$ cat src/rtl/serial_addsub_if.sv
// rtl/serial_addsub_if.sv - operand/result handshake bundle for serial_addsub
interface serial_addsub_if #(
  parameter int WIDTH = 8
);
  logic             in_valid;
  logic             in_ready;
  logic [WIDTH-1:0] a;
  logic [WIDTH-1:0] b;
  logic             sub;
  logic             out_valid;
  logic             out_ready;
  logic [WIDTH-1:0] result;
  logic             cout;
  logic             ovf;
  logic             busy;

  modport master (
    output in_valid, a, b, sub, out_ready,
    input  in_ready, out_valid, result, cout, ovf, busy
  );

  modport slave (
    input  in_valid, a, b, sub, out_ready,
    output in_ready, out_valid, result, cout, ovf, busy
  );
endinterface

$ cat src/rtl/serial_addsub.sv
// rtl/serial_addsub.sv - digit-serial add/sub, DIGIT bits per clock from the LSB up
// Define SERIAL_ADDSUB_SAT_EN to saturate the result on signed overflow.
module serial_addsub #(
  parameter int WIDTH = 8,
  parameter int DIGIT = 1
) (
  input logic            clk,
  input logic            rst,
  serial_addsub_if.slave bus
);
  localparam int NDIG = WIDTH / DIGIT;
  localparam int CW = (NDIG > 1) ? $clog2(NDIG) : 1;
  localparam logic [CW-1:0] LAST = CW'(NDIG - 1);

  generate
    if (WIDTH < 2) begin : g_bad_width
      $error("serial_addsub: WIDTH must be at least 2");
    end
    if (DIGIT < 1) begin : g_bad_digit
      $error("serial_addsub: DIGIT must be at least 1");
    end else if ((WIDTH % DIGIT) != 0) begin : g_bad_ratio
      $error("serial_addsub: WIDTH must be a multiple of DIGIT");
    end
  endgenerate

  typedef enum logic [1:0] {
    S_IDLE,
    S_ADD,
    S_DONE
  } state_t;

  state_t           state;
  logic [WIDTH-1:0] a_reg;
  logic [WIDTH-1:0] b_reg;
  logic [WIDTH-1:0] result_r;
  logic [CW-1:0]    count;
  logic             carry;
  logic             cout_r;
  logic             ovf_r;

  logic [DIGIT:0]   digit_sum;
  logic             carry_msb_in;
  logic             digit_ovf;
  logic [WIDTH-1:0] result_next;

  // On the last digit the low DIGIT bits of a_reg/b_reg hold the operand MSBs,
  // so the carry into the top bit is recovered from the digit sum itself.
  always_comb begin
    digit_sum    = {1'b0, a_reg[DIGIT-1:0]} + {1'b0, b_reg[DIGIT-1:0]}
                 + {{DIGIT{1'b0}}, carry};
    carry_msb_in = digit_sum[DIGIT-1] ^ a_reg[DIGIT-1] ^ b_reg[DIGIT-1];
    digit_ovf    = carry_msb_in ^ digit_sum[DIGIT];
    result_next  = WIDTH'({digit_sum[DIGIT-1:0], result_r} >> DIGIT);
  end

  always_ff @(posedge clk or posedge rst) begin
    if (rst) begin
      state    <= S_IDLE;
      a_reg    <= '0;
      b_reg    <= '0;
      result_r <= '0;
      count    <= '0;
      carry    <= 1'b0;
      cout_r   <= 1'b0;
      ovf_r    <= 1'b0;
    end else begin
      case (state)
        S_IDLE: begin
          if (bus.in_valid) begin
            a_reg    <= bus.a;
            b_reg    <= bus.sub ? ~bus.b : bus.b;
            carry    <= bus.sub;
            count    <= '0;
            result_r <= '0;
            state    <= S_ADD;
          end
        end
        S_ADD: begin
          a_reg    <= a_reg >> DIGIT;
          b_reg    <= b_reg >> DIGIT;
          carry    <= digit_sum[DIGIT];
          count    <= count + CW'(1);
          result_r <= result_next;
          if (count == LAST) begin
            cout_r <= digit_sum[DIGIT];
            ovf_r  <= digit_ovf;
`ifdef SERIAL_ADDSUB_SAT_EN
            // Overflow implies both operands share a sign; that sign picks the rail.
            if (digit_ovf) begin
              result_r <= {a_reg[DIGIT-1], {(WIDTH-1){~a_reg[DIGIT-1]}}};
            end
`endif
            state  <= S_DONE;
          end
        end
        S_DONE: begin
          if (bus.out_ready) begin
            state <= S_IDLE;
          end
        end
        default: state <= S_IDLE;
      endcase
    end
  end

  assign bus.in_ready  = (state == S_IDLE);
  assign bus.busy      = (state == S_ADD);
  assign bus.out_valid = (state == S_DONE);
  assign bus.result    = result_r;
  assign bus.cout      = cout_r;
  assign bus.ovf       = ovf_r;
endmodule

$ cat src/flat_wrapper.sv
// flat-port wrapper written by rule: the top's interface ports become plain ports
module serial_addsub_flat 
#(
  parameter int WIDTH = 8,
  parameter int DIGIT = 1
)
  (clk, rst, bus_in_valid, bus_a, bus_b, bus_sub, bus_out_ready, bus_in_ready, bus_out_valid, bus_result, bus_cout, bus_ovf, bus_busy);
  serial_addsub_if #(.WIDTH(WIDTH)) bus_i ();
  input logic clk;
  input logic rst;
  input wire logic [$bits(bus_i.in_valid)-1:0] bus_in_valid;
  input wire logic [$bits(bus_i.a)-1:0] bus_a;
  input wire logic [$bits(bus_i.b)-1:0] bus_b;
  input wire logic [$bits(bus_i.sub)-1:0] bus_sub;
  input wire logic [$bits(bus_i.out_ready)-1:0] bus_out_ready;
  output wire logic [$bits(bus_i.in_ready)-1:0] bus_in_ready;
  output wire logic [$bits(bus_i.out_valid)-1:0] bus_out_valid;
  output wire logic [$bits(bus_i.result)-1:0] bus_result;
  output wire logic [$bits(bus_i.cout)-1:0] bus_cout;
  output wire logic [$bits(bus_i.ovf)-1:0] bus_ovf;
  output wire logic [$bits(bus_i.busy)-1:0] bus_busy;
  assign bus_i.in_valid = bus_in_valid;
  assign bus_i.a = bus_a;
  assign bus_i.b = bus_b;
  assign bus_i.sub = bus_sub;
  assign bus_i.out_ready = bus_out_ready;
  assign bus_in_ready = bus_i.in_ready;
  assign bus_out_valid = bus_i.out_valid;
  assign bus_result = bus_i.result;
  assign bus_cout = bus_i.cout;
  assign bus_ovf = bus_i.ovf;
  assign bus_busy = bus_i.busy;
  serial_addsub #(.WIDTH(WIDTH), .DIGIT(DIGIT)) u_core (.clk(clk), .rst(rst), .bus(bus_i));
endmodule
$ cat config.mk
export PLATFORM = sky130hd
export DESIGN_NAME = serial_addsub_flat
export DESIGN_NICKNAME = d
export VERILOG_FILES = /design/src/rtl/serial_addsub_if.sv /design/src/rtl/serial_addsub.sv /design/src/flat_wrapper.sv
export SDC_FILE = /design/constraint.sdc
export NUM_CORES = 1
export LEC_CHECK = 0
export ABC_AREA = 1
export BUFFER_PORTS_ARGS = -buffer_cell sky130_fd_sc_hd__buf_2
export CORE_AREA = 8 8 75 90
export CTS_CLUSTER_DIAMETER = 120
export DETAILED_ROUTE_END_ITERATION = 7
export DIE_AREA = 0 0 83 98
export PLACE_DENSITY_LB_ADDON = 0.12
export SLEW_MARGIN = 20
export SYNTH_ARGS = -nofsm -noshare
export SYNTH_HDL_FRONTEND = slang
export SYNTH_SLANG_ARGS = --single-unit
$ cat constraint.sdc
create_clock -name clk -period 2.2 [get_ports clk]
set_input_delay 0.33 -clock clk [delete_from_list [all_inputs] [get_ports clk]]
set_output_delay 0.33 -clock clk [all_outputs]
set_load 0.1 [all_outputs]
==> flow_summary.toml, run 1 <==
[sta]
fin_setup_tns_ns = 0
period_needed_ns = 1.917
whs_ns = 0.1345
timing.final.setup_violations = 0
grt_setup_unrepaired = "false"
max_slew.worst_pin.slew_ns = 0.4905
hold_viol = 0
final.setup_skew_ns = 0.007454
timing.final.crit_share = 0.8712
final_critical_path_setup_slack_ns = 0.2834
slew_violations = 0
slew-limit-headroom = 0.6752
fmax_mhz = 521.7

[layout]
nNetsFinal = 232
area.growth.synth_to_final_pct = 17.94
layout-drive-gt1-share = 0.2308
stdcell_count = 272
finish.instance_area_sq_um = 1834
antenna_cell_count = 0

[clocking]
tritoncts = "done"
clk_path_buf_depth = 2
worst_setup_hold_path_clk_slew_ns = 0.06
clock_sink_count = 32
clk_latency_ns = 0.28
post-cts-setup-buffer-count = 0
postCtsHoldBufs = 0
root_buffer = "clkbuf_8"
h-tree-depth = 2
number_of_cts_inserted_buffers = 5
cts_repair_resize_count = 0

[global_route]
top_usage_layer = "met2"
grt-ovfl-total = 0
globalRouteMet1Util = 0.1031
groute.usage.overall = 0.08722
grt_first_pass_wirelength_um = 5830
first_global_vias = 1248
grt_antenna_before_repair = 0
grt_start_max_net_pins = 33
grtUsageMet2 = 0.1343
grt.met3_usage = 0.03497

[synth]
synth_top_flop_cell = "dfrtp_1"
post_synth_and_or_nand_nor_area_fraction = 0.2631
post-synth-top-count-cell = "nand2_1"
synthArstFlopShare = 1.000
synthDistinctLibCells = 21
ys_top_cells_by_area = "dfrtp_1 (51%), nand2_1 (12%), nand3_1 (9.7%)"
synth_fa_ha_area_frac = 0.02896
synth_seq_cells = 32
post_synth_mux_area_share = 0
synth_common_cells = "nand2_1 (51), dfrtp_1 (32), nand3_1 (30), inv_1 (14)"
synth_top_family_by_area = "simple AND/OR/NAND/NOR gates"
syn-cell-area_sq_um = 1555
seq_area_frac_synth = 0.5149
synth.avg_cell_area_sq_um = 8.938
yosysWarnings = 0
synth_top_area_cell = "dfrtp_1"
synth_compound_area_frac = 0.06356
netlist.area_leader.share = 0.5149
synth_xor_xnor_area_share = 0.05068
post_synth_edffs = 0
synth_nets = 198
syn-instance-count = 174

[worst_setup_path]
rrSetupSlack_ns = 0.71
startpoint_type = "flip-flop"
critical_path_peak_fanout = 13
crit_arrival_ns = 1.59
worst-setup-path-type = "reg2out"
timing.rr.start = "u_core.b_reg[0]"
r2r-end = "u_core.bus.ovf"
critPathCaptureType = "primary output"
cp.required_ns = 1.87
worst_r2r_path_depth = 8

[worst_hold_path]
timing.hold.worst.class = "in2async"

[routing]
detail-route-antenna-nets = 0
drt_iter0_drc = 44
remaining_drc_errors = 0
detail_route.first_pass.iterations = 4
wire_per_inst_um = 12.88
vias_per_cell = 4.566
detailroute.via_count = 1242
route.final.wire_length_um = 3502

[floorplanning]
placeable_core_region_sq_um = 5443
area_of_the_die_sq_um = 8134
placement_rows = 30
die_width_um = 83
num_io_pins = 34
die_y_um = 98
floorplan.initialDensity = 0.2857

[place]
placement.setup.worst_slack_ns = 0.5748
place_congestion = 0.7317
hpwl_um = 2473
detailed_place.area_sq_um = 1757
placed_cells_incl_taps = 265
portBuffers = 33

[job]
max_cap_viol_count = 0

[run_status]
status = "finished, final reports clean"

[pwr]
cellPowerDensity_nw_per_um2 = 1678
leakage_nw = 0.9417
ir_worst_vdd_v = 0.0007517
==> logic make-up after synthesis <==
group	Yosys count
simple gates	89
xor+xnor	9
compound gates	16
buf+inv	25
flops	32
fa+ha+maj	3
==> where the power goes <==
part           internal, W  total [W]  switching [W]  leakage [nW]
sequential        0.000829   0.000961       0.000132         0.413
combinational     0.000400    0.00170        0.00130         0.487
clock             0.000215   0.000420       0.000206        0.0410
total              0.00144    0.00308        0.00164         0.942
==> placed cells by master (no fill, tap or decap) <==
master,count
nor2_4,2
nand3_1,30
a21oi_1,1
buf_4,2
nand2_4,3
nand2_1,51
clkinv_2,1
o211ai_1,3
o22ai_1,7
inv_1,14
clkbuf_1,1
clkinv_1,1
fa_1,1
dfrtp_1,32
o31ai_1,1
inv_2,2
xor2_1,7
o21ai_1,1
nor2_1,3
clkbuf_8,5
ha_1,2
o21ai_0,3
buf_2,33
xnor2_1,2
==> critical path, stage by stage, from the launching register on <==
cell and delay, ns:
dfrtp_1 0.45, inv_2 0.07, nor2_4 0.29, buf_2 0.50
==> worst max-delay path by stage <==
stage	from	end	slack (ns)
2_1_floorplan	u_core.state[1]	bus_out_valid	0.12
5_1_grt	u_core.state[0]	bus_busy	0.21
6_report	u_core.state[0]	bus_busy	0.28
3_3_place_gp	u_core.state[0]	bus_busy	0.58
4_1_cts	u_core.state[0]	bus_busy	0.27
3_5_place_dp	u_core.state[0]	bus_busy	0.57
==> layout make-up <==
class | count | area, sq um
clock buffer | 6 | 72.57
clock inverter | 1 | 5.005
fill | 586 | 3608
inverter | 17 | 63.81
multi-input combinational | 117 | 631.9
sequential | 32 | 800.8
tap | 64 | 80.08
timing repair buffer | 35 | 180.2
==> routing by layer <==
layer	wire, um	share of wire	up-vias
met5	0	0	-
met4	65	0.019	0
met3	168	0.048	6
met2	1552	0.44	25
met1	1716	0.49	582
li1	-	-	629
==> metrics by stage <==
stage / power [W] / utilization
6_report: 0.003078 / 0.3370
5_1_grt: 0.003287 / 0.3370
4_1_cts: 0.003125 / 0.3370
3_5_place_dp: 0.002694 / 0.3228
3_3_place_gp: 0.002698 / 0.3228
2_1_floorplan: 0.002423 / -
Power figures use the tool's default switching activity.
==> inputs of run 2 (changes only) <==
--- a/config.mk
+++ b/config.mk
@@ -8,6 +8,7 @@
 export ABC_AREA = 1
 export BUFFER_PORTS_ARGS = -buffer_cell sky130_fd_sc_hd__buf_2
 export CORE_AREA = 8 8 75 90
+export CTS_BUF_LIST = sky130_fd_sc_hd__clkbuf_2 sky130_fd_sc_hd__clkbuf_4 sky130_fd_sc_hd__clkbuf_8
 export CTS_CLUSTER_DIAMETER = 120
 export DETAILED_ROUTE_END_ITERATION = 7
 export DIE_AREA = 0 0 83 98
==> flow_summary.toml, run 2 (synthesis gave the netlist of run 1 again) <==
[sta]
fin_setup_tns_ns = 0
max_slew.worst_pin.slew_ns = 0.4905
slew-limit-headroom = 0.6752
period_needed_ns = 1.915
final.setup_skew_ns = 0.007453
timing.final.crit_share = 0.8705
grt_setup_unrepaired = "false"
slew_violations = 0
hold_viol = 0
timing.final.setup_violations = 0
fmax_mhz = 522.1

[worst_setup_path]
startpoint_type = "flip-flop"
critPathCaptureType = "primary output"
worst-setup-path-type = "reg2out"
critical_path_peak_fanout = 13
crit_arrival_ns = 1.59
cp.required_ns = 1.87

[pwr]
clockPowerShare = 0.140
cellPowerDensity_nw_per_um2 = 1681
ir_worst_vdd_v = 0.0007929
combPwrFrac = 0.549
netSwitchingFraction = 0.5289
power.switching_w = 0.001634
p_int_w = 0.001455
leakage_nw = 0.9451
power_frac_seq = 0.311

[global_route]
grt_start_max_net_pins = 33
first_global_vias = 1248
grt_first_pass_wirelength_um = 5830
groute.usage.overall = 0.08722
grt_antenna_before_repair = 0
grt-ovfl-total = 0

[place]
place_congestion = 0.7317
hpwl_um = 2473
detailed_place.area_sq_um = 1757
portBuffers = 33

[floorplanning]
placement_rows = 30
die_y_um = 98
floorplan.initialDensity = 0.2857
num_io_pins = 34
placeable_core_region_sq_um = 5443
area_of_the_die_sq_um = 8134
die_width_um = 83

[clocking]
clk_path_buf_depth = 2
number_of_cts_inserted_buffers = 5
clk_latency_ns = 0.28
clock_sink_count = 32
postCtsHoldBufs = 0
tritoncts = "done"
worst_setup_hold_path_clk_slew_ns = 0.06
cts_repair_resize_count = 0
h-tree-depth = 2
root_buffer = "clkbuf_8"
post-cts-setup-buffer-count = 0

[worst_hold_path]
timing.hold.worst.class = "in2async"

[layout]
antenna_cell_count = 0
layout_commonest_cell = "nand2_1"
num-fill-cells = 584
layout-drive-gt1-share = 0.2356
finish.instance_area_sq_um = 1838
area.growth.synth_to_final_pct = 18.18
nNetsFinal = 232
layout.cells.most_common_list = "nand2_1 (51), buf_2 (33), dfrtp_1 (32)"
area_of_the_multi_input_gates_sq_um = 631.9
area.sequential_sq_um = 800.8

[routing]
drt_iter0_drc = 45
wire_per_inst_um = 12.86
detail_route.first_pass.iterations = 4
remaining_drc_errors = 0
detailroute.via_count = 1237
vias_per_cell = 4.548
route.final.wire_length_um = 3499
detail-route-antenna-nets = 0

[run_status]
status = "finished, final reports clean"

[job]
max_cap_viol_count = 0
[run 2: metrics by stage]
stage | power [W] | hold slack, ns | util | cells | setup slack, ns
6_report | 0.003090 | 0.1352 | 0.3377 | 272 | 0.2848
5_1_grt | 0.003300 | 0.1780 | 0.3377 | 272 | 0.2065
4_1_cts | 0.003137 | 0.1519 | 0.3377 | 272 | 0.2683
3_5_place_dp | 0.002694 | 0.4571 | 0.3228 | 265 | 0.5748
3_3_place_gp | 0.002698 | 0.4520 | 0.3228 | 265 | 0.5836
2_1_floorplan | 0.002423 | 0.4275 | - | 174 | 0.1217
[run 2: area by class of cell]
class	instances	share of cell area
Tap cell	64	0.04357
Inverter	17	0.03472
Multi-Input combinational cell	117	0.3438
Clock buffer	6	0.04152
Clock inverter	1	0.002723
Timing Repair Buffer	35	0.09803
Sequential cell	32	0.4357
[run 2: critical path: stages, from the launching register on]
cell,delay [ns]
dfrtp_1,0.45
inv_2,0.07
nor2_4,0.29
buf_2,0.50
[run 2: layer usage]
metal  wire length (um)  track usage  part of all wire  vias up
met5                  0            0                 0        -
met4                 65      0.04065             0.019        0
met3                168      0.03497             0.048        6
met2               1556       0.1343              0.44       25
met1               1709       0.1031              0.49      575
li1                   -            -                 -      631
[run 2: final timing paths]
kind                            startpoint              endpoint  slack (ns)  cells after the start
setup / recovery           u_core.state[0]              bus_busy        0.28                      3
hold reg to reg             u_core.bus.ovf        u_core.bus.ovf        0.47                      2
setup reg to reg           u_core.b_reg[0]        u_core.bus.ovf        0.71                      8
max in group asynchronous              rst       u_core.count[1]        1.76                      3
hold / removal                         rst  u_core.bus.result[2]        0.14                      3
min in group clk                  bus_a[7]       u_core.a_reg[7]        0.24                      3
[run 2: power by group through the flow]
| stage | clock [W] | combinational (W) | sequential (W) |
|---|---|---|---|
| 2_1_floorplan | 0 | 0.000937 | 0.00149 |
| 3_3_place_gp | 0 | 0.00172 | 0.000973 |
| 3_5_place_dp | 0 | 0.00172 | 0.000972 |
| 4_1_cts | 0.000448 | 0.00173 | 0.000963 |
| 5_1_grt | 0.000472 | 0.00184 | 0.000991 |
| 6_report | 0.000433 | 0.00170 | 0.000961 |
